<file path="src/rtl/conv_pkg.sv">
// Shared types and sizing for the convolution sequencer.
package conv_pkg;

    localparam int unsigned DATAWIDTH = 32;
    localparam int unsigned SIZEW     = 5;
    localparam int unsigned AW_IN     = 5;
    localparam int unsigned AW_OUT    = 6;

    // DCONFIG field offsets
    localparam int unsigned SX_LSB = 0;
    localparam int unsigned SY_LSB = 5;

    typedef enum logic [2:0] {
        IDLE  = 3'd0,
        INIT  = 3'd1,
        READ  = 3'd2,
        DRAIN = 3'd3,
        WRITE = 3'd4,
        DONE  = 3'd5
    } conv_state_t;

    // X length field of a DCONFIG word
    function automatic logic [SIZEW-1:0] cfg_size_x(input logic [31:0] dcfg);
        return dcfg[SX_LSB +: SIZEW];
    endfunction

    // Y length field of a DCONFIG word
    function automatic logic [SIZEW-1:0] cfg_size_y(input logic [31:0] dcfg);
        return dcfg[SY_LSB +: SIZEW];
    endfunction

    // Index of the last output word, SX+SY-2 (max 60 fits AW_OUT bits)
    function automatic logic [AW_OUT-1:0] last_index(input logic [SIZEW-1:0] sx,
                                                     input logic [SIZEW-1:0] sy);
        return AW_OUT'(sx) + AW_OUT'(sy) - AW_OUT'(2);
    endfunction

endpackage

</file>
<file path="src/rtl/conv_mac.sv">
// Multiply-accumulate datapath: product of the previous cycle's read data is
// added into the accumulator; everything freezes while en_s is low.
module conv_mac
    import conv_pkg::*;
(
    input  logic                 clk,
    input  logic                 rst_a,
    input  logic                 en_s,
    input  logic                 clr,
    input  logic                 rd_en,
    input  logic [DATAWIDTH-1:0] data_x,
    input  logic [DATAWIDTH-1:0] data_y,
    output logic [DATAWIDTH-1:0] acc
);

    logic                 valid_q, valid_d;
    logic [DATAWIDTH-1:0] acc_q, acc_d;
    logic [DATAWIDTH-1:0] prod;

    // Truncated product; the memories hold their data while stalled
    assign prod = data_x * data_y;

    // Next valid / accumulator value
    always_comb begin
        valid_d = rd_en;
        acc_d   = acc_q;
        if (clr) begin
            acc_d = '0;
        end else if (valid_q) begin
            acc_d = acc_q + prod;
        end
    end

    // Datapath registers, held while disabled
    always_ff @(posedge clk or negedge rst_a) begin
        if (!rst_a) begin
            valid_q <= 1'b0;
            acc_q   <= '0;
        end else if (en_s) begin
            valid_q <= valid_d;
            acc_q   <= acc_d;
        end
    end

    assign acc = acc_q;

endmodule

</file>
<file path="src/rtl/conv_seq_ctrl.sv">
// Convolution sequencer: walks X/Y taps for each output index, accumulates
// through conv_mac and writes one MEMZ word per output, then pulses done.
module conv_seq_ctrl
    import conv_pkg::*;
(
    input  logic                 clk,
    input  logic                 rst_a,
    input  logic                 en_s,
    input  logic                 start,
    input  logic [SIZEW-1:0]     size_x,
    input  logic [SIZEW-1:0]     size_y,
    output logic                 rd_en,
    output logic [AW_IN-1:0]     addr_x,
    output logic [AW_IN-1:0]     addr_y,
    input  logic [DATAWIDTH-1:0] data_x,
    input  logic [DATAWIDTH-1:0] data_y,
    output logic                 wr_en_z,
    output logic [AW_OUT-1:0]    addr_z,
    output logic [DATAWIDTH-1:0] data_z,
    output logic                 busy,
    output logic                 done,
    output logic                 err
);

    localparam int unsigned NW = AW_OUT + 1;

    conv_state_t          state_q, state_d;
    logic [SIZEW-1:0]     sx_q, sx_d;
    logic [SIZEW-1:0]     sy_q, sy_d;
    logic [AW_OUT-1:0]    n_q, n_d;
    logic [AW_IN-1:0]     k_q, k_d;
    logic [AW_IN-1:0]     kend_q, kend_d;
    logic                 err_q, err_d;
    logic                 busy_q, busy_d;
    logic                 done_q, done_d;
    logic                 rd_en_q, rd_en_d;
    logic [AW_IN-1:0]     addr_x_q, addr_x_d;
    logic [AW_IN-1:0]     addr_y_q, addr_y_d;
    logic                 wr_en_q, wr_en_d;
    logic [AW_OUT-1:0]    addr_z_q, addr_z_d;

    logic [NW-1:0]        n_plus1;
    logic [NW-1:0]        sy_ext;
    logic [AW_OUT-1:0]    sx_m1;
    logic [AW_IN-1:0]     k_start;
    logic [AW_IN-1:0]     k_stop;
    logic [AW_IN-1:0]     k_next;
    logic [AW_OUT-1:0]    last_n;
    logic                 acc_clr;

    // Tap bounds for output n: k from max(0, n-SY+1) to min(n, SX-1)
    assign n_plus1 = NW'(n_q) + NW'(1);
    assign sy_ext  = NW'(sy_q);
    assign k_start = (n_plus1 > sy_ext) ? AW_IN'(n_plus1 - sy_ext) : '0;
    assign sx_m1   = AW_OUT'(sx_q) - AW_OUT'(1);
    assign k_stop  = (n_q < sx_m1) ? AW_IN'(n_q) : AW_IN'(sx_m1);
    assign k_next  = k_q + AW_IN'(1);
    assign last_n  = last_index(sx_q, sy_q);

    // Next-state and registered-output logic
    always_comb begin
        state_d  = state_q;
        sx_d     = sx_q;
        sy_d     = sy_q;
        n_d      = n_q;
        k_d      = k_q;
        kend_d   = kend_q;
        err_d    = err_q;
        busy_d   = busy_q;
        done_d   = 1'b0;
        rd_en_d  = 1'b0;
        addr_x_d = addr_x_q;
        addr_y_d = addr_y_q;
        wr_en_d  = 1'b0;
        addr_z_d = addr_z_q;

        unique case (state_q)
            IDLE: begin
                if (start) begin
                    sx_d = size_x;
                    sy_d = size_y;
                    if ((size_x == '0) || (size_y == '0)) begin
                        state_d = DONE;
                        err_d   = 1'b1;
                    end else begin
                        state_d = INIT;
                        err_d   = 1'b0;
                        busy_d  = 1'b1;
                        n_d     = '0;
                    end
                end
            end
            INIT: begin
                state_d  = READ;
                k_d      = k_start;
                kend_d   = k_stop;
                rd_en_d  = 1'b1;
                addr_x_d = k_start;
                addr_y_d = AW_IN'(n_q - AW_OUT'(k_start));
            end
            READ: begin
                if (k_q == kend_q) begin
                    state_d = DRAIN;
                end else begin
                    k_d      = k_next;
                    rd_en_d  = 1'b1;
                    addr_x_d = k_next;
                    addr_y_d = AW_IN'(n_q - AW_OUT'(k_next));
                end
            end
            DRAIN: begin
                state_d  = WRITE;
                wr_en_d  = 1'b1;
                addr_z_d = n_q;
            end
            WRITE: begin
                if (n_q == last_n) begin
                    state_d = DONE;
                    busy_d  = 1'b0;
                end else begin
                    state_d = INIT;
                    n_d     = n_q + AW_OUT'(1);
                end
            end
            DONE: begin
                state_d = IDLE;
                done_d  = 1'b1;
            end
            default: begin
                state_d = IDLE;
                busy_d  = 1'b0;
            end
        endcase
    end

    // State and output registers; en_s low freezes everything
    always_ff @(posedge clk or negedge rst_a) begin
        if (!rst_a) begin
            state_q  <= IDLE;
            sx_q     <= '0;
            sy_q     <= '0;
            n_q      <= '0;
            k_q      <= '0;
            kend_q   <= '0;
            err_q    <= 1'b0;
            busy_q   <= 1'b0;
            done_q   <= 1'b0;
            rd_en_q  <= 1'b0;
            addr_x_q <= '0;
            addr_y_q <= '0;
            wr_en_q  <= 1'b0;
            addr_z_q <= '0;
        end else if (en_s) begin
            state_q  <= state_d;
            sx_q     <= sx_d;
            sy_q     <= sy_d;
            n_q      <= n_d;
            k_q      <= k_d;
            kend_q   <= kend_d;
            err_q    <= err_d;
            busy_q   <= busy_d;
            done_q   <= done_d;
            rd_en_q  <= rd_en_d;
            addr_x_q <= addr_x_d;
            addr_y_q <= addr_y_d;
            wr_en_q  <= wr_en_d;
            addr_z_q <= addr_z_d;
        end
    end

    // Accumulator restarts at the top of each output word
    assign acc_clr = (state_q == INIT);

    conv_mac u_mac (
        .clk    (clk),
        .rst_a  (rst_a),
        .en_s   (en_s),
        .clr    (acc_clr),
        .rd_en  (rd_en),
        .data_x (data_x),
        .data_y (data_y),
        .acc    (data_z)
    );

    // Memory strobes are suppressed while stalled so MEMX/MEMY keep their data
    assign rd_en   = rd_en_q & en_s;
    assign wr_en_z = wr_en_q & en_s;
    assign addr_x  = addr_x_q;
    assign addr_y  = addr_y_q;
    assign addr_z  = addr_z_q;
    assign busy    = busy_q;
    assign done    = done_q;
    assign err     = err_q;

endmodule

</file>
<file path="config.mk">
export PLATFORM = sky130hd
export DESIGN_NAME = conv_seq_ctrl
export DESIGN_NICKNAME = d
export VERILOG_FILES = /design/src/rtl/conv_pkg.sv /design/src/rtl/conv_mac.sv /design/src/rtl/conv_seq_ctrl.sv
export SDC_FILE = /design/constraint.sdc
export NUM_CORES = 1
export LEC_CHECK = 0
export BUFFER_PORTS_ARGS = -buffer_cell sky130_fd_sc_hd__buf_2
export CAP_MARGIN = 20
export CORE_MARGIN = 3
export CORE_UTILIZATION = 60
export CTS_BUF_LIST = sky130_fd_sc_hd__clkbuf_8
export DETAILED_ROUTE_END_ITERATION = 10
export HOLD_SLACK_MARGIN = 0.08
export PLACE_DENSITY = 0.79
export SLEW_MARGIN = 10
export SYNTH_ARGS = -nofsm -noshare
export SYNTH_HDL_FRONTEND = slang
export SYNTH_HIERARCHICAL = 1
export SYNTH_SLANG_ARGS = --single-unit
export TNS_END_PERCENT = 30
</file>
<file path="constraint.sdc">
create_clock -name clk -period 8.97 [get_ports clk]
set_clock_uncertainty 0.15 [all_clocks]
set_input_delay 1.794 -clock clk [delete_from_list [all_inputs] [get_ports clk]]
set_output_delay 1.794 -clock clk [all_outputs]
set_load 0.02 [all_outputs]
</file>
# After elaboration in Yosys (flattened, before gate mapping)
# Index checks and enable logic that the tools add are counted.
[word_totals]
input_bits = 78
out_inout_bits = 53
ff_bits = 78
word_cells = 86
[op_classes]
mul = 1
n_eq_ne = 13
reduce_logical = 16
bitwise = 3
n_lt_le_gt_ge = 2
n_mux = 26
n_addsub = 10
[ops]
columns = ["cell", "count"]
rows = [
  ["$mux W32", 2],
  ["$add A32 B32 Y32", 1],
  ["$mul A32 B32 Y32", 1],
  ["$mux W5", 4],
  ["$pmux W5 S2", 2],
  ["$mux W6", 3],
  ["$pmux W3 S5", 1],
  ["$sub A5 B5 Y5", 3],
  ["$mux W3", 4],
  ["$ne A2 B2 Y1 const B", 6],
  ["$pmux W6 S2", 1],
  ["$logic_not A5 Y1", 2],
  ["$reduce_and A5 Y1", 2],
  ["$reduce_and A3 Y1", 3],
  ["$add A6 B1 Y7 const B", 1],
  ["$gt A7 B5 Y1", 1],
  ["$mux W1", 7],
  ["$add A5 B5 Y6", 1],
  ["$add A6 B1 Y6 const B", 1],
  ["$eq A3 B2 Y1 const B", 2],
  ["$eq A3 B3 Y1 const B", 2],
  ["$eq A6 B6 Y1", 1],
  ["$lt A6 B6 Y1", 1],
  ["$reduce_and A2 Y1", 3],
  ["other kinds (13)", 16],
]

# Longest topological paths before layout
[logic_depth]
ltp_word = 5
mapped_depth = 29
ltp_nobuf = 27

# Hierarchy
# Netlist, hierarchy kept.
[by_module_without_submodules]
columns = ["mod", "area_each_um2", "instances", "cells_per_inst", "seq_area_each_um2"]
rows = [
  ["conv_mac", 18039.8, 1, 1972, 825.8],
  ["conv_seq_ctrl", 3081.7, 1, 325, 1126.1],
]

# Worst setup path before layout
# OpenSTA, ideal clock, no wires.
[synth_path]
kind = "input -> register"
startpoint = "input port data_x[12]"
endpoint = "register u_mac.acc_q[31], in the netlist u_mac/acc[31]"
setup_time_ns = 0.095
setup_slack_ns = 0.360
required_ns = 8.725
t_arrival_ns = 8.365
path_buffers = 2
path_stages = 27
path_cell_list = "clkbuf_1 -> clkbuf_1 -> and2_1 -> fa_1 -> fa_1 -> fa_1 -> inv_1 -> fa_1 -> inv_1 -> fa_1 -> inv_1 -> fa_1 -> inv_1 -> fa_1 -> inv_1 -> fa_1 -> inv_1 -> ha_1 -> a21o_1 -> a21oi_1 -> nor2_1 -> nor3b_1 -> a21oi_2 -> a211o_1 -> a41oi_1 -> xnor2_1 -> o31ai_1"
[synth_between]
elab_chain_len = 4
[synth_lines]
columns = ["item", "line_no", "text"]
rows = [
  ["start: declaration", "conv_seq_ctrl.sv:15", "input logic [DATAWIDTH-1:0] data_x,"],
  ["$mul A32 B32 Y32", "conv_mac.sv:21", "assign prod = data_x * data_y;"],
  ["$add A32 B32 Y32", "conv_mac.sv:30", "acc_d = acc_q + prod;"],
  ["$mux W32", "conv_mac.sv:29", "end else if (valid_q) begin"],
  ["$mux W32", "conv_mac.sv:27", "if (clr) begin"],
  ["end signal: assignment", "conv_mac.sv:38", "acc_q <= '0;"],
  ["end signal: assignment", "conv_mac.sv:41", "acc_q <= acc_d;"],
  ["end: declaration", "conv_mac.sv:17", "logic [DATAWIDTH-1:0] acc_q, acc_d;"],
]
# Every way passes these cells. The select of a mux whose other input is x is not followed.
# A chain may end at the register's enable or synchronous reset.

# Final worst setup path
[layout_path]
startpoint = "input port data_y[0]"
endpoint = "register u_mac.acc_q[30], in the netlist u_mac/acc[30]"
[layout_between]
elab_chain_len = 4
[layout_lines]
columns = ["item", "line_no", "text"]
rows = [
  ["start: declaration", "conv_seq_ctrl.sv:16", "input logic [DATAWIDTH-1:0] data_y,"],
  ["$mul A32 B32 Y32", "conv_mac.sv:21", ""],
  ["$add A32 B32 Y32", "conv_mac.sv:30", ""],
  ["$mux W32", "conv_mac.sv:29", ""],
  ["$mux W32", "conv_mac.sv:27", ""],
]
# Every way passes these cells. The select of a mux whose other input is x is not followed.

==> flow_summary.toml <==
[outcome]
status = "complete, no violations"

[synthesis]
synth.avg_cell_area_um2 = 9.20
yosysTopAreaCellShare_pct = 41.8
synth_cell_type_count = 71
synth.net_count = 2966
syn_area_mm2 = 0.0211
synthArstFlopShare_pct = 100
synth-main-ff-cell = "dfrtp_1"
ys_warn_count = 6
synth_area_leaders = "fa_1, and2_1, dfrtp_1"
ys_top_cells_by_count = "inv_1, fa_1, and2_1, nand2_1, ha_1"
yosysSeqAreaShare_pct = 9.24
synth_edf_count = 0
synth_cells = 2297
yosysTopAreaCell = "fa_1"
yosysMostFrequentCell = "inv_1"
ys_ff_latch = 78

[clocking]
cts_max_level = 3
hold_buffers = 0
clkTransAtPathRegs_ps = 80
root_buffer = "clkbuf_8"
cts_resized = 0
cts_sinks = 78
cts_buffers = 9
cts_tree = "yes"
worstSkewPairLatency_ps = 370
cts_buffer_depth = 2
cts_setup_buffers = 0

[detailed_routing]
via_per_inst = 5.60
routed_wirelength_mm = 55.2
drt_iter0_markers = 1160
wl_per_cell_um = 19.5
drc = 0
drtAntennaViolNets = 0
vias = 15818
drtPass1Iterations = 5

[critical_path]
worst-endpoint-arrival_ps = 8680
cpMostUsedCell = "fa_1"
worstRegToRegCells = 24
cp-start-kind = "input pin"
worstPathRequired_ps = 9080
cpMaxStageDelayCell = "fa_1"
path_max_fanout = 20
r2r_setup_slack_ps = 1810
cp-end-kind = "flip-flop"
crit_family = "adder cells"
critPathKind = "input pin to flip-flop"
reg2reg_from = "u_mac/acc[18]$_DFFE_PN0P_"
cp_num_buf_inv = 7
rr_endpoint = "u_mac/acc[31]$_DFFE_PN0P_"
slowest_delay_ps = 560

[grt]
grt_max_degree = 79
antenna_found_initial = 1
grt_pass1_wl_mm = 91.2
gr-total-overflow = 0
grt_pass1_vias = 17359
grtUsageTotal_pct = 30.3

[sta]
worst_slew_pin_slew_ps = 877
setup_violations = 0
slew_headroom_pct = 41.5
period_needed_ps = 8570
drv_slew = 0
timing.final.crit_share_pct = 95.5
setup_ws_ps = 402
setup-tns-final_ps = 0
final-hold-violation-count = 0
max_freq_ghz = 0.117
rsz0062_at_grt = "false"

[floorplan]
core_mm2 = 0.0346
rows = 68
die_h_um = 194
initial_core_util_pct = 61.0
die_area_mm2 = 0.0375
fp.dieW_um = 194
pin_count = 131

[place]
dp_slack_ps = 67.1
portBuffers = 130
post-dp-hpwl_mm = 46.1
globalplace.congestion = 0.934

[layout]
final_nets = 3035
utilization_pct = 64.9
syn2layout_area_growth_pct = 6.41
drive_gt1_share_pct = 8.95

[min_path]
hold_depth = 1
hold_class = "flip-flop to flip-flop"
hold_start = "rd_en_q$_DFFE_PN0P_"
holdPathEnd = "rd_en_q$_DFFE_PN0P_"

[run]
cap_violations = 0
-- metal layers --
metal | track usage [%] | wire (µm)
met5 | 0.894 | 41
met4 | 8.95 | 1700
met3 | 6.13 | 4430
met2 | 49.1 | 26500
met1 | 41.9 | 22500
-- worst max path at each step --
stage	end	slack, ps	from	cells past startpoint
final	u_mac/acc[30]$_DFFE_PN0P_	400	data_y[0]	26
after global routing	u_mac/acc[30]$_DFFE_PN0P_	180	data_y[0]	26
after CTS	u_mac/acc[30]$_DFFE_PN0P_	470	data_y[0]	26
after detailed placement	u_mac/acc[30]$_DFFE_PN0P_	70	data_y[0]	26
after global placement	u_mac/acc[31]$_DFFE_PN0P_	260	data_y[0]	26
after floorplan	u_mac/acc[31]$_DFFE_PN0P_	360	data_x[12]	27
-- layout make-up --
class	instances	area, µm²
clock buffers	11	151
repair buffers	167	963
well taps	455	569
multi-input cells	1592	16800
flip-flops and latches	78	1950
diodes	1	2.50
fillers	2822	12200
inverters	518	1940
clock inverters	4	77.6
-- cell families after synthesis --
| group | Yosys count | share of synthesized area, % |
|---|---|---|
| xor+xnor | 112 | 4.77 |
| mux | 20 | 1.03 |
| compound gates | 186 | 6.25 |
| fa+ha+maj | 591 | 50.7 |
| flops | 78 | 9.24 |
| simple gates | 683 | 16.8 |
| buf+inv | 627 | 11.2 |
-- flip-flops by register name, indices dropped and copies added, names as in the netlist --
name	flops
addr_x	5
addr_y	5
addr_z	6
busy	1
done	1
err	1
kend_q	5
n_q	6
rd_en_q	1
state_q	3
sx_q	5
sy_q	5
u_mac/acc	32
u_mac/valid_q	1
wr_en_q	1
-- stage by stage --
stage                     hold WS [ps]  cells  area [µm²]
final                              329   2826       22500
after global routing               362   2826       22500
after CTS                          331   2824       22400
after detailed placement           311   2809       22200
after global placement             305   2809       22200
after floorplan                    296   2297       21100
-- cell usage in the layout (no fill, tap or decap), types with 8 or more instances in the layout --
cell / instances
a22o_1: 21
dfrtp_1: 78
buf_4: 36
fa_1: 441
nand3_1: 21
ha_1: 150
mux2i_1: 9
nor2_1: 29
and2_1: 320
o21ai_0: 37
nand2b_1: 10
xor2_1: 30
nor3_1: 10
clkbuf_8: 11
inv_1: 518
a21oi_1: 35
buf_2: 129
o21a_1: 8
mux2_2: 10
nand2_1: 263
a21o_1: 23
xnor2_1: 80
Power is not shown: default switching activity piles up to over one toggle a cycle in this logic, so the estimate is an artifact.
